## src/rtl/tm1638_serial_driver_if.sv

```systemverilog
// TM1638 3-wire serial bus (STB/CLK/DIO with split DIO drive/enable/sample).
// master = the driver side, slave = the board (or a board model).
interface tm1638_serial_driver_if;
  logic sio_stb;
  logic sio_clk;
  logic sio_data_out;
  logic sio_data_oe;
  logic sio_data_in;

  modport master (
    output sio_stb,
    output sio_clk,
    output sio_data_out,
    output sio_data_oe,
    input  sio_data_in
  );

  modport slave (
    input  sio_stb,
    input  sio_clk,
    input  sio_data_out,
    input  sio_data_oe,
    output sio_data_in
  );
endinterface

```

## src/rtl/tm1638_serial_driver.sv

```systemverilog
// Continuously refreshes a TM1638 LED&KEY board from multiplexed digit/segment inputs.
// Optional key scanning (READ_CMD/READ_WAIT/READ_DATA) is enabled by defining TM1638_KEY_SCAN_EN.
module tm1638_serial_driver #(
  parameter int clk_mhz = 50,
  parameter int w_digit = 8,
  parameter int w_keys  = 8,
  parameter int w_seg   = 8
) (
  input  logic                   clk,
  input  logic                   rst,
  input  logic [w_seg-1:0]       hgfedcba,
  input  logic [w_digit-1:0]     digit,
  input  logic [7:0]             ledr,
  output logic [w_keys-1:0]      keys,
  output logic                   frame_done,
  tm1638_serial_driver_if.master sio
);

  localparam int half_period = (clk_mhz / 2 > 1) ? clk_mhz / 2 : 1;
  localparam int w_div       = $clog2(half_period + 1);
  localparam logic [w_div-1:0] div_last = w_div'(half_period - 1);

  localparam logic [3:0] ST_IDLE      = 4'd0;
  localparam logic [3:0] ST_CMD_MODE  = 4'd1;
  localparam logic [3:0] ST_GAP       = 4'd2;
  localparam logic [3:0] ST_ADDR_DATA = 4'd3;
  localparam logic [3:0] ST_DISP_CTRL = 4'd4;
  localparam logic [3:0] ST_READ_CMD  = 4'd5;
  localparam logic [3:0] ST_READ_WAIT = 4'd6;
  localparam logic [3:0] ST_READ_DATA = 4'd7;
  localparam logic [3:0] ST_FRAME_END = 4'd8;

  // Sub-phase of a byte-transfer state: STB fall, CLK low + DIO, CLK high, STB rise.
  localparam logic [1:0] PH_START = 2'd0;
  localparam logic [1:0] PH_LO    = 2'd1;
  localparam logic [1:0] PH_HI    = 2'd2;
  localparam logic [1:0] PH_END   = 2'd3;

  logic [w_div-1:0] div_q, div_d;
  logic             tick;
  logic [3:0]       state_q, state_d, after_gap_q, after_gap_d, follow_state;
  logic [1:0]       ph_q, ph_d;
  logic [2:0]       bit_q, bit_d;
  logic [4:0]       byte_q, byte_d, byte_last;
  logic             stb_q, stb_d, sclk_q, sclk_d, dout_q, dout_d, oe_q, oe_d;
  logic [w_keys-1:0] keys_q, keys_d, key_decode;
  logic             frame_done_q, frame_done_d;
  logic             snap_en;
  logic [7:0]       tx_byte;

  logic [w_seg-1:0] seg_q       [w_digit];
  logic [7:0]       frame_bytes [16];
  logic [7:0]       snap_q      [16];

  assign tick = (div_q == div_last);
  assign div_d = tick ? '0 : div_q + 1'b1;

  // Chip address map: position p = w_digit-1-i, segments at 2p, LED at 2p+1 bit 0.
  for (genvar a = 0; a < 16; a++) begin : g_map
    if (a / 2 < w_digit) begin : g_on
      if (a % 2 == 0) begin : g_seg
        assign frame_bytes[a] = 8'(seg_q[w_digit - 1 - a / 2]);
      end else begin : g_led
        assign frame_bytes[a] = {7'b0, ledr[w_digit - 1 - a / 2]};
      end
    end else begin : g_off
      assign frame_bytes[a] = 8'h00;
    end
  end

  always_comb begin
    tx_byte = 8'h40;
    case (state_q)
      ST_ADDR_DATA: tx_byte = (byte_q == 5'd0) ? 8'hC0 : snap_q[4'(byte_q - 5'd1)];
      ST_DISP_CTRL: tx_byte = 8'h8F;
      ST_READ_CMD:  tx_byte = 8'h42;
      default:      tx_byte = 8'h40;
    endcase
  end

  always_comb begin
    case (state_q)
      ST_ADDR_DATA: byte_last = 5'd16;
      ST_READ_DATA: byte_last = 5'd3;
      default:      byte_last = 5'd0;
    endcase
  end

  always_comb begin
    case (state_q)
      ST_CMD_MODE:  follow_state = ST_ADDR_DATA;
      ST_ADDR_DATA: follow_state = ST_DISP_CTRL;
`ifdef TM1638_KEY_SCAN_EN
      ST_DISP_CTRL: follow_state = ST_READ_CMD;
`endif
      default:      follow_state = ST_FRAME_END;
    endcase
  end

  // NOTE: every always_comb output gets a default first so no path can infer a latch.
  always_comb begin
    state_d      = state_q;
    ph_d         = ph_q;
    after_gap_d  = after_gap_q;
    bit_d        = bit_q;
    byte_d       = byte_q;
    stb_d        = stb_q;
    sclk_d       = sclk_q;
    dout_d       = dout_q;
    oe_d         = oe_q;
    keys_d       = keys_q;
    frame_done_d = 1'b0;
    snap_en      = 1'b0;
    if (tick) begin
      case (state_q)
        ST_IDLE: begin
          state_d = ST_CMD_MODE;
          ph_d    = PH_START;
        end
        ST_GAP: begin
          state_d = after_gap_q;
          ph_d    = PH_START;
          bit_d   = 3'd0;
          byte_d  = 5'd0;
          snap_en = (after_gap_q == ST_ADDR_DATA);
        end
`ifdef TM1638_KEY_SCAN_EN
        ST_READ_WAIT: begin
          // CLK has been high since the last command bit; release DIO for the chip.
          oe_d    = 1'b0;
          state_d = ST_READ_DATA;
          ph_d    = PH_LO;
          bit_d   = 3'd0;
          byte_d  = 5'd0;
        end
`endif
        ST_FRAME_END: begin
          keys_d       = key_decode;
          frame_done_d = 1'b1;
          state_d      = ST_CMD_MODE;
          ph_d         = PH_START;
        end
        default: begin
          case (ph_q)
            PH_START: begin
              stb_d = 1'b0;
              oe_d  = 1'b1;
              ph_d  = PH_LO;
            end
            PH_LO: begin
              sclk_d = 1'b0;
              if (state_q != ST_READ_DATA) dout_d = tx_byte[bit_q];
              ph_d = PH_HI;
            end
            PH_HI: begin
              sclk_d = 1'b1;
              if (bit_q == 3'd7 && byte_q == byte_last) begin
                if (state_q == ST_READ_CMD) state_d = ST_READ_WAIT;
                else                        ph_d    = PH_END;
              end else begin
                bit_d = bit_q + 3'd1;
                if (bit_q == 3'd7) byte_d = byte_q + 5'd1;
                ph_d = PH_LO;
              end
            end
            default: begin
              stb_d       = 1'b1;
              oe_d        = 1'b0;
              dout_d      = 1'b1;
              state_d     = ST_GAP;
              after_gap_d = follow_state;
            end
          endcase
        end
      endcase
    end
  end

`ifdef TM1638_KEY_SCAN_EN
  // Only bits 0 and 4 of each read byte carry keys: pos_q[{bit[2], byte}] = position.
  logic [7:0] pos_q, pos_d;

  always_comb begin
    pos_d = pos_q;
    if (tick && state_q == ST_READ_DATA && ph_q == PH_HI && bit_q[1:0] == 2'b00)
      pos_d[{bit_q[2], byte_q[1:0]}] = sio.sio_data_in;
  end

  for (genvar p = 0; p < w_keys; p++) begin : g_keys
    assign key_decode[w_keys - 1 - p] = pos_q[p];
  end

  always_ff @(posedge clk) begin
    if (!rst) pos_q <= '0;
    else      pos_q <= pos_d;
  end
`else
  assign key_decode = '0;
`endif

  // NOTE: state uses non-blocking assignments; reset is synchronous and active-low.
  always_ff @(posedge clk) begin
    if (!rst) begin
      div_q        <= '0;
      state_q      <= ST_IDLE;
      ph_q         <= PH_START;
      after_gap_q  <= ST_CMD_MODE;
      bit_q        <= 3'd0;
      byte_q       <= 5'd0;
      stb_q        <= 1'b1;
      sclk_q       <= 1'b1;
      dout_q       <= 1'b1;
      oe_q         <= 1'b0;
      keys_q       <= '0;
      frame_done_q <= 1'b0;
    end else begin
      div_q        <= div_d;
      state_q      <= state_d;
      ph_q         <= ph_d;
      after_gap_q  <= after_gap_d;
      bit_q        <= bit_d;
      byte_q       <= byte_d;
      stb_q        <= stb_d;
      sclk_q       <= sclk_d;
      dout_q       <= dout_d;
      oe_q         <= oe_d;
      keys_q       <= keys_d;
      frame_done_q <= frame_done_d;
    end
  end

  always_ff @(posedge clk) begin
    if (!rst) begin
      seg_q <= '{default: '0};
    end else begin
      for (int i = 0; i < w_digit; i++) begin
        if (digit[i]) seg_q[i] <= hgfedcba;
      end
    end
  end

  // NOTE: the snapshot is storage only, always loaded before it is sent, so it has no reset.
  always_ff @(posedge clk) begin
    if (rst && snap_en) snap_q <= frame_bytes;
  end

  assign sio.sio_stb      = stb_q;
  assign sio.sio_clk      = sclk_q;
  assign sio.sio_data_out = dout_q;
  assign sio.sio_data_oe  = oe_q;
  assign keys             = keys_q;
  assign frame_done       = frame_done_q;

endmodule

```

## src/flat_wrapper.sv

```systemverilog
// flat-port wrapper written by rule: the top's interface ports become plain ports
module tm1638_serial_driver_flat 
#(
  parameter int clk_mhz = 50,
  parameter int w_digit = 8,
  parameter int w_keys  = 8,
  parameter int w_seg   = 8
)
  (clk, rst, hgfedcba, digit, ledr, keys, frame_done, sio_sio_stb, sio_sio_clk, sio_sio_data_out, sio_sio_data_oe, sio_sio_data_in);
  tm1638_serial_driver_if sio_i ();
  input  logic clk;
  input  logic rst;
  input  logic [w_seg-1:0] hgfedcba;
  input  logic [w_digit-1:0] digit;
  input  logic [7:0] ledr;
  output logic [w_keys-1:0] keys;
  output logic frame_done;
  output wire logic [$bits(sio_i.sio_stb)-1:0] sio_sio_stb;
  output wire logic [$bits(sio_i.sio_clk)-1:0] sio_sio_clk;
  output wire logic [$bits(sio_i.sio_data_out)-1:0] sio_sio_data_out;
  output wire logic [$bits(sio_i.sio_data_oe)-1:0] sio_sio_data_oe;
  input wire logic [$bits(sio_i.sio_data_in)-1:0] sio_sio_data_in;
  assign sio_sio_stb = sio_i.sio_stb;
  assign sio_sio_clk = sio_i.sio_clk;
  assign sio_sio_data_out = sio_i.sio_data_out;
  assign sio_sio_data_oe = sio_i.sio_data_oe;
  assign sio_i.sio_data_in = sio_sio_data_in;
  tm1638_serial_driver #(.clk_mhz(clk_mhz), .w_digit(w_digit), .w_keys(w_keys), .w_seg(w_seg)) u_core (.clk(clk), .rst(rst), .hgfedcba(hgfedcba), .digit(digit), .ledr(ledr), .keys(keys), .frame_done(frame_done), .sio(sio_i));
endmodule
```

## config.mk

```make
export PLATFORM = sky130hd
export DESIGN_NAME = tm1638_serial_driver_flat
export DESIGN_NICKNAME = d
export VERILOG_FILES = /design/src/rtl/tm1638_serial_driver_if.sv /design/src/rtl/tm1638_serial_driver.sv /design/src/flat_wrapper.sv
export SDC_FILE = /design/constraint.sdc
export NUM_CORES = 1
export LEC_CHECK = 0
export CAP_MARGIN = 20
export CORE_MARGIN = 4
export CORE_UTILIZATION = 59
export CTS_CLUSTER_SIZE = 28
export DETAILED_ROUTE_END_ITERATION = 6
export PLACE_DENSITY_LB_ADDON = 0.3
export SLEW_MARGIN = 20
export SYNTH_ARGS = -nofsm -noshare
export SYNTH_HDL_FRONTEND = slang
export SYNTH_SLANG_ARGS = --single-unit
```

## constraint.sdc

```tcl
create_clock -name clk -period 13.7 [get_ports clk]
set_input_delay 2.055 -clock clk [delete_from_list [all_inputs] [get_ports clk]]
set_output_delay 2.055 -clock clk [all_outputs]
set_load 0.01 [all_outputs]
```

==> summary.md <==
| Metric | Value |
|---|---|
| Arr. time, crit path | 4.06 ns |
| Post-Syn Instances | 551 |
| Worst slew pin tran | 0.9575 ns |
| TNS Setup | 0 ns |
| Fill count | 786 |
| Rel. slew slack | 0.3616 |
| Initial Util | 0.6154 |
| Worst Setup Path Type | in -> reg |
| Clock sinks | approximately 160 |
| TritonCTS clock tree | built |
| Final Hold Fails | 0 |
| CP delay by family, top | buffers and inverters |
| Max incr delay on CP | 0.78 ns |
| Worst path cell trace | clkdlybuf4s50_1 > nand4_1 > nor4b_2 > buf_4 |
| Fin crit share | 0.2937 |
| Area of the die | 0.01328 sq mm |
| FF-to-FF End | u_core.sio.sio_data_out |
| Slowest stage cell, crit path | clkdlybuf4s50_1 |
| Post-synth EDFFs | just over 70 |
| CP Buf/Inv Count | 2 |
| Antenna violations before repair | 0 |
| Warnings from Yosys | 0 |
| Setup violators final | 0 |
| GP Congestion | 0.8391 |
| Die H | 115.3 microns |
| Core area | 0.01103 sq mm |
| CTS buffer count | 17 |
| WP depth | 4 |
| Cell taking the most area after synthesis | edfxtp_1 |
| Synthesized cell area | between 0.006 and 0.007 sq mm |
| Clock buffer depth | 2 |
| Primary FF master, synth | dfxtp_1 |
| Max cap viols | 0 |
| Worst vdd ir | ~0.16 mV |
| Layout cell share with drive strength beyond 1 | 0.1059 |
| Total wire length | roughly 13000 microns |
| Clk root buf | clkbuf_16 |
| Vias in the first global route | 4294 |
| Post-CTS Resized | 0 |
| Asr flop ratio synth | 0 |
| Hold WS | 0.4291 ns |
| Register area | 0.004004 sq mm |
| Synth area leaders | edfxtp_1, dfxtp_1, mux2i_1, nor2_1, mux4_2 |
| WL/cell | 18.25 microns |
| Finished Cell Area | between 0.007 and 0.008 sq mm |
| Routed vias/inst | around 5.8 |
| Total power | 0.001037 W |
| Synth cell types | 62 |
| CP startpoint | rst |
| Placed Area | 0.007073 sq mm |
| Final core occ | 0.6943 |
| Total number of vias | 4151 |
| Buffers added on ports | 30 |
| Syn Area/Cell | 12.32 sq um |
| Yosys reg bits | 164 |
| Reg2reg setup slack | 10.29 ns |
| R2r worst-path depth | 9 |
| Initial DRC count | 287 |
| Post-DP HPWL | 8235 microns |
| Clk_skew | 0.009061 ns |
| Boundary Pins | 40 |
| Hold crit path type | reg -> reg |
| Worst skew pair latency | 0.42 ns |
| Setup crit end | u_core.snap_q[40] |
| Power Density | between 100 and 150 mW/mm^2 |
| Crit. End Element | flip-flop |
| Nets@finish | 601 |
| Area of the multi-input gates | 0.002526 sq mm |
| Gr usage total | 0.2147 |
| Worst r2r src | u_core.byte_q[0] |
| CTS Hold Bufs | 0 |
| CP required | approximately 14 ns |
| Unrepaired setup endpoints after global routing | false |
| Startpoint types | primary input |
| Area delta synth->final | 12.83% |
| Horiz. Die Dim | 115.3 microns |
| Post-route minimum period | a little over 4 ns |
| Final Max Tran Viols | 0 |
| Final antenna diode count | 0 |
| Status | completed |
| Share of Yosys cell area claimed by the top area cell type | 0.3185 |
| DRC Markers | 0 |
| Drt pass-1 iters | 5 |
| Antenna viol nets, final | 0 |
| CP max FO | 72 |
| Leak | approximately 2.9 nW |
| Post-CTS Setup Bufs | 0 |
| Worst-path clk slew | 0.06 ns |
| Row cnt | 38 |
| Congestion Overflow GR | 0 |
| Fmax | 0.2485 GHz |
| Largest net degree at the start of global routing | 73 |
| Register area share after synthesis | 0.5899 |
| H-tree depth | 4 |
| First-pass GRT wire length | 21750 microns |
## cell usage in the layout (no fill, tap or decap), drive strengths merged, types with 6 or more instances in the layout
cell            n
a21oi          10
clkbuf         21
clkdlybuf4s50  30
conb            8
dfxtp          92
edfxtp         72
ha             11
inv            15
mux2i          78
mux4           14
nand2          20
nand3          10
nand4           8
nor2           98
nor3            8
xor2            6
## worst register-to-register path: stages (launching register included)
cell       delay (ns)
dfxtp_1          0.73
inv_1            0.11
ha_1             0.31
xor2_2           0.74
mux4_2           0.60
o2bb2ai_1        0.16
a311oi_1         0.09
a31oi_1          0.23
o311ai_1         0.13
o22a_1           0.22
## sequential cells by signal, summed over array words and instances, names as in the netlist
signal / cells
u_core.byte_q: 5
u_core.frame_done: 1
u_core.frame_bytes: 64
u_core.sio.sio_data_out: 1
u_core.sio.sio_stb: 1
u_core.ph_q: 2
u_core.after_gap_q: 4
u_core.snap_q: 72
u_core.div_q: 5
u_core.state_q: 4
u_core.sio.sio_data_oe: 1
u_core.sio.sio_clk: 1
u_core.bit_q: 3
## Yosys cell counts (3+ instances only)
master	instances
mux4_2	14
xor2_1	5
nand2_1	20
buf_2	7
edfxtp_1	72
nand3_1	10
inv_1	11
nand4_1	8
nand2b_1	3
a22oi_1	4
nor2_1	98
a21oi_1	9
clkbuf_1	18
dfxtp_1	92
mux2i_1	78
buf_4	12
nor3_1	7
buf_1	8
nor4_1	3
o21ai_0	5
a211oi_1	3
ha_1	11
or3_1	3
## logic make-up (layout without fill, tap and decap cells)
family | count (synthesis) | in the layout | share of synthesized area
XOR/XNOR | 10 | 10 | 0.01622
AO/OA/AOI/OAI | 44 | 44 | 0.04996
adder cells (fa/ha/maj) | 11 | 11 | 0.02028
other | 1 | 8 | 0.0005525
flip-flops | 164 | 164 | 0.5899
AND/OR/NAND/NOR | 169 | 169 | 0.1172
multiplexers | 93 | 93 | 0.1631
buffers and inverters | 59 | 77 | 0.04276
## worst min-delay path by stage
stage                                        from                  to  slack, ns  cells after the start
after floorplan           u_core.frame_bytes[104]  u_core.snap_q[104]       0.41                      0
after global placement     u_core.frame_bytes[61]   u_core.snap_q[61]       0.41                      0
after detailed placement  u_core.frame_bytes[122]  u_core.snap_q[122]       0.41                      0
after CTS                 u_core.frame_bytes[122]  u_core.snap_q[122]       0.43                      0
after global routing       u_core.frame_bytes[10]   u_core.snap_q[10]       0.44                      0
final                      u_core.frame_bytes[94]   u_core.snap_q[94]       0.43                      0
## routing by layer
metal / part of all wire / global-route usage
met1: 0.44 / 0.2748
met2: 0.51 / 0.3588
met3: 0.042 / 0.05632
met4: 0.012 / 0.06808
met5: 0 / 0
## metrics by stage
stage | worst slack (ns) | instances
2_1_floorplan | 3.341 | 558
3_3_place_gp | 9.310 | 684
3_5_place_dp | 9.256 | 684
4_1_cts | 9.687 | 716
5_1_grt | 9.517 | 716
6_report | 9.676 | 716
## area by class of cell
cell class                      count  share of cell area
Clock buffer                       21             0.06012
Clock inverter                     11             0.01634
Inverter                           12            0.005881
Multi-Input combinational cell    335              0.3298
Sequential cell                   164              0.5228
Tap cell                          140             0.02287
Timing Repair Buffer               33             0.04215
## report_power, final
part	internal, W	total, W	switching (W)
clock	0.000279	0.000467	0.000188
sequential	0.000522	0.000529	0.00000648
combinational	0.0000187	0.0000412	0.0000225
Note: power is estimated with default switching activity, not from simulation.
